===== src/rtl/uart_tx_if.sv =====
// uart_tx_if: valid/ready byte handshake between the upstream byte source
// and the UART transmit serializer.
interface uart_tx_if;
   logic [7:0] tx_data;
   logic       tx_valid;
   logic       tx_ready;

   modport master (
      output tx_data,
      output tx_valid,
      input  tx_ready
   );

   modport slave (
      input  tx_data,
      input  tx_valid,
      output tx_ready
   );
endinterface


===== src/rtl/uart_tx_serializer.sv =====
// uart_tx_serializer: turns held bytes into start/data/parity/stop frames,
// one bit per xmit_pulse, with a one-entry holding register for gapless frames.
module uart_tx_serializer (
   input  logic     clk,
   input  logic     reset_n,
   input  logic     xmit_pulse,
   input  logic     bit8,
   input  logic     parity_en,
   input  logic     odd_n_even,
   uart_tx_if.slave up,
   output logic     tx,
   output logic     tx_busy
);
   typedef enum logic [2:0] {
      IDLE,
      START,
      DATA,
      PARITY,
      STOP
   } state_e;

   state_e     state_q, state_d;
   logic [7:0] hold_q, hold_d;
   logic [7:0] shift_q, shift_d;
   logic       hold_full_q, hold_full_d;
   logic [2:0] bit_cnt_q, bit_cnt_d;
   logic       bit8_q, bit8_d;
   logic       par_en_q, par_en_d;
   logic       odd_q, odd_d;
   logic       tx_q, tx_d;
   logic       busy_q, busy_d;
   logic [2:0] last;
   logic       parity;

   assign up.tx_ready = !hold_full_q;
   assign tx          = tx_q;
   assign tx_busy     = busy_q;
   assign last        = bit8_q ? 3'd7 : 3'd6;
   // bit 7 only counts toward parity in 8-bit frames
   assign parity = odd_q ^ (^shift_q[6:0]) ^ (bit8_q & shift_q[7]);

   always_comb begin
      state_d     = state_q;
      hold_d      = hold_q;
      shift_d     = shift_q;
      hold_full_d = hold_full_q;
      bit_cnt_d   = bit_cnt_q;
      bit8_d      = bit8_q;
      par_en_d    = par_en_q;
      odd_d       = odd_q;
      tx_d        = tx_q;

      if (up.tx_valid && !hold_full_q) begin
         hold_d      = up.tx_data;
         hold_full_d = 1'b1;
      end

      if (xmit_pulse) begin
         unique case (state_q)
            IDLE, STOP: begin
               if (hold_full_q) begin
                  tx_d        = 1'b0;
                  shift_d     = hold_q;
                  bit8_d      = bit8;
                  par_en_d    = parity_en;
                  odd_d       = odd_n_even;
                  hold_full_d = 1'b0;
                  bit_cnt_d   = 3'd0;
                  state_d     = START;
               end else begin
                  tx_d    = 1'b1;
                  state_d = IDLE;
               end
            end
            START: begin
               tx_d    = shift_q[0];
               state_d = DATA;
            end
            DATA: begin
               if (bit_cnt_q == last) begin
                  if (par_en_q) begin
                     tx_d    = parity;
                     state_d = PARITY;
                  end else begin
                     tx_d    = 1'b1;
                     state_d = STOP;
                  end
               end else begin
                  bit_cnt_d = bit_cnt_q + 3'd1;
                  tx_d      = shift_q[bit_cnt_d];
               end
            end
            PARITY: begin
               tx_d    = 1'b1;
               state_d = STOP;
            end
            default: begin
               tx_d    = 1'b1;
               state_d = IDLE;
            end
         endcase
      end

      busy_d = (state_d != IDLE) || hold_full_d;
   end

   always_ff @(posedge clk) begin
      if (!reset_n) begin
         state_q     <= IDLE;
         hold_q      <= 8'h00;
         shift_q     <= 8'h00;
         hold_full_q <= 1'b0;
         bit_cnt_q   <= 3'd0;
         bit8_q      <= 1'b0;
         par_en_q    <= 1'b0;
         odd_q       <= 1'b0;
         tx_q        <= 1'b1;
         busy_q      <= 1'b0;
      end else begin
         state_q     <= state_d;
         hold_q      <= hold_d;
         shift_q     <= shift_d;
         hold_full_q <= hold_full_d;
         bit_cnt_q   <= bit_cnt_d;
         bit8_q      <= bit8_d;
         par_en_q    <= par_en_d;
         odd_q       <= odd_d;
         tx_q        <= tx_d;
         busy_q      <= busy_d;
      end
   end
endmodule


===== src/flat_wrapper.sv =====
// flat-port wrapper written by rule: the top's interface ports become plain ports
module uart_tx_serializer_flat 
  (clk, reset_n, xmit_pulse, bit8, parity_en, odd_n_even, tx, tx_busy, up_tx_data, up_tx_valid, up_tx_ready);
  uart_tx_if up_i ();
  input  logic clk;
  input  logic reset_n;
  input  logic xmit_pulse;
  input  logic bit8;
  input  logic parity_en;
  input  logic odd_n_even;
  output logic tx;
  output logic tx_busy;
  input wire logic [$bits(up_i.tx_data)-1:0] up_tx_data;
  input wire logic [$bits(up_i.tx_valid)-1:0] up_tx_valid;
  output wire logic [$bits(up_i.tx_ready)-1:0] up_tx_ready;
  assign up_i.tx_data = up_tx_data;
  assign up_i.tx_valid = up_tx_valid;
  assign up_tx_ready = up_i.tx_ready;
  uart_tx_serializer u_core (.clk(clk), .reset_n(reset_n), .xmit_pulse(xmit_pulse), .bit8(bit8), .parity_en(parity_en), .odd_n_even(odd_n_even), .up(up_i), .tx(tx), .tx_busy(tx_busy));
endmodule

===== config.mk =====
export PLATFORM = sky130hd
export DESIGN_NAME = uart_tx_serializer_flat
export DESIGN_NICKNAME = d
export VERILOG_FILES = /design/src/rtl/uart_tx_if.sv /design/src/rtl/uart_tx_serializer.sv /design/src/flat_wrapper.sv
export SDC_FILE = /design/constraint.sdc
export NUM_CORES = 1
export LEC_CHECK = 0
export BUFFER_PORTS_ARGS = -buffer_cell sky130_fd_sc_hd__buf_2
export CORE_ASPECT_RATIO = 2
export CORE_MARGIN = 2
export CORE_UTILIZATION = 40
export CTS_BUF_LIST = sky130_fd_sc_hd__clkbuf_16
export CTS_CLUSTER_SIZE = 16
export DETAILED_ROUTE_END_ITERATION = 8
export GPL_TIMING_DRIVEN = 0
export MAX_ROUTING_LAYER = met4
export SLEW_MARGIN = 40
export SYNTH_ARGS = -nofsm -noshare
export SYNTH_HDL_FRONTEND = slang
export SYNTH_SLANG_ARGS = --single-unit

===== constraint.sdc =====
create_clock -name clk -period 5.4 [get_ports clk]
set_input_delay 0.54 -clock clk [delete_from_list [all_inputs] [get_ports clk]]
set_output_delay 0.54 -clock clk [all_outputs]
set_load 0.02 [all_outputs]

==> impl_metrics.env <==
export IMPL_num_rows=29
export IMPL_dieArea_um2=3850
export IMPL_ff2ff_setup_slack_ps=3410
export IMPL_hold_viol_final=0
export IMPL_postSynthAreaPerCell_um2=9.11
export IMPL_clock_latency_ps=260
export IMPL_drt_iter0_drc=18
export IMPL_worstMarginPinSlew_ps=560
export IMPL_critical_path_top_delay_family="multiplexers"
export IMPL_num_io_pins=18
export IMPL_cts_sink_count=28
export IMPL_ys_flop_type="dfxtp_1"
export IMPL_syn_instance_count=147
export IMPL_switchingPower_w=0.0000998
export IMPL_firstDrtPassIters=4
export IMPL_final_nets=183
export IMPL_diodes=0
export IMPL_synth_edf_count=0
export IMPL_synth_nets=163
export IMPL_pwr_share_seq_pct=50.8
export IMPL_num_vias=1046
export IMPL_antenna_found_initial=0
export IMPL_path_clk_slew_ps=60
export IMPL_p_clk_share_pct=37.6
export IMPL_p_per_area_nw_per_um2=286
export IMPL_rsz0062_at_grt="false"
export IMPL_route_detailed_drc=0
export IMPL_cts_buffers_inserted=3
export IMPL_tns_ps=0
export IMPL_dpl_hpwl_mm=2.20
export IMPL_status="finished clean"
export IMPL_track_usage_pct=17.4
export IMPL_total_power_w=0.000437
export IMPL_yosysSeqAreaShare_pct=41.9
export IMPL_cts_path_max_buffers=2
export IMPL_grt_ovfl_total=0
export IMPL_worstPathMaxFanout=6
export IMPL_p_sw_share_pct=22.8
export IMPL_die_width_um=44.9
export IMPL_cp_arrival_ps=2110
export IMPL_crit_buf_inv=0
export IMPL_grt_pass1_wl_mm=4.90
export IMPL_fmax_ghz=0.501
export IMPL_drv_cap=0
export IMPL_cts_resized_gates=0
export IMPL_cts_tree="yes"
export IMPL_cts_root_buf="clkbuf_16"
export IMPL_combinationalPowerShare_pct=11.6
export IMPL_drive_gt1_share_pct=13.9
export IMPL_min_path_type="reg -> reg"
export IMPL_p_leak_nw=0.587
export IMPL_viasPerCell=5.34
export IMPL_setup_viol=0
export IMPL_fp_dieH_um=85.8
export IMPL_critPathSlowestCell="mux4_2"
export IMPL_grt_max_degree=15
export IMPL_post_route_min_period_ps=1990
export IMPL_slew_headroom_pct=62.7
export IMPL_grt_pass1_vias=1134
export IMPL_ys_ff_latch=28
export IMPL_ys_warn_count=0
export IMPL_finalMaxSlewViolations=0
export IMPL_core_area_um2=3190
export IMPL_max_stage_delay_ps=510
export IMPL_syn_to_final_growth_pct=14.1
export IMPL_netlist_area_um2=1340
export IMPL_cp_required_ps=5510
export IMPL_crit_path_cell_trace="ha_1, mux4_2, mux2_2, nor2_1, a311o_1, a41oi_1"
export IMPL_peakVddDrop_uv=221
export IMPL_skew_ps=2.67
export IMPL_crit_type="reg -> reg"
export IMPL_place_gp_congestion=0.768
export IMPL_p_int_w=0.000338
export IMPL_routed_wl_mm=2.80
export IMPL_mostFrequentLayoutCells="dfxtp_1 (28), nand2_1 (26), buf_2 (16)"
export IMPL_htreeDepth=1
export IMPL_end_kind="register"
export IMPL_start_kind="register"
export IMPL_period_share_pct=36.9
export IMPL_post_cts_buffers=0
export IMPL_ctsHoldBuffers=0
export IMPL_yosysUniqueCellTypes=36
export IMPL_final_common_cell="dfxtp_1"
export IMPL_ant_nets=0
export IMPL_async_flop_share_pct=0
export IMPL_initial_core_util_pct=41.9
export IMPL_wire_per_inst_um=14.3
export IMPL_numPortBuffers=15
[cell families (layout without fill, tap and decap cells)]
group           Yosys count  after routing  synth area share (%)
simple gates             60             60                  22.1
buf+inv                  11             29                  3.18
mux                      11             11                  10.2
compound gates           27             27                  14.9
xor+xnor                  9              9                  6.92
flops                    28             28                  41.9
fa+ha+maj                 1              1                 0.934
[worst reg2reg max path, cell delays in order (launching register included)]
cell and delay [ps]:
dfxtp_1 380, ha_1 370, mux4_2 510, mux2_2 280
nor2_1 80, a311o_1 130, a41oi_1 110
[state kept, by name, indices dropped and copies added (netlist names)]
| name | flops |
|---|---|
| u_core.hold_q | 8 |
| u_core.shift_q | 8 |
| u_core.bit_cnt_q | 3 |
| u_core.state_q | 3 |
| u_core.bit8_q | 1 |
| u_core.hold_full_q | 1 |
| u_core.odd_q | 1 |
| u_core.par_en_q | 1 |
| u_core.tx | 1 |
| u_core.tx_busy | 1 |
[synth_stat cells, types with 4 or more instances]
cell | n | area, µm²
nor2_1 | 8 | 30.0
inv_1 | 4 | 15.0
o21ai_0 | 4 | 20.0
nor2b_1 | 9 | 56.3
dfxtp_1 | 28 | 561
mux2i_1 | 8 | 80.1
and2_1 | 5 | 31.3
clkbuf_1 | 6 | 22.5
xnor2_1 | 6 | 52.6
a21boi_0 | 11 | 82.6
nand2_1 | 26 | 97.6
[power by group through the flow]
stage          registers (W)  logic [W]  clock network, W
3_3_place_gp        0.000226  0.0000505                 0
5_1_grt             0.000223  0.0000568          0.000175
2_1_floorplan       0.000227  0.0000355                 0
6_report            0.000222  0.0000507          0.000165
3_5_place_dp        0.000227  0.0000514                 0
4_1_cts             0.000222  0.0000517          0.000167
[area by class of cell]
cell class | instances | area (µm²)
tap | 31 | 38.8
sequential | 28 | 561
timing repair buffer | 15 | 75.1
buffer | 7 | 27.5
clock buffer | 3 | 75.1
inverter | 4 | 15.0
multi-input combinational | 108 | 736
fill | 327 | 1670
[final timing paths]
path / start / endpoint / cells after the start
worst max register to register: u_core.bit_cnt_q[0] / u_core.tx / 6
worst min register to register: u_core.hold_q[3] / u_core.shift_q[3] / 2
worst min-delay path: u_core.hold_q[3] / u_core.shift_q[3] / 2
worst max-delay path: u_core.bit_cnt_q[0] / u_core.tx / 6
[per-layer routing]
metal  global-route usage (%)  vias to the layer above  wire length, µm
li1                         -                      539                -
met1                     16.8                      481             1020
met2                     32.7                       19             1640
met3                     1.89                        7               65
met4                     7.22                        0               80
met5                        -                        -                0
[through the flow]
step / setup slack, ps / hold WS (ps) / cell area, µm² / std cells / utilization [%]
detailed placement: 3400 / 460 / 1450 / 193 / 45.5
finish: 3410 / 465 / 1530 / 196 / 47.8
global placement: 3420 / 451 / 1450 / 193 / 45.5
global route: 3200 / 488 / 1530 / 196 / 47.8
CTS: 3390 / 469 / 1530 / 196 / 47.8
floorplan: 3540 / 440 / 1340 / 147 / -
(Power assumes the default switching activity.)
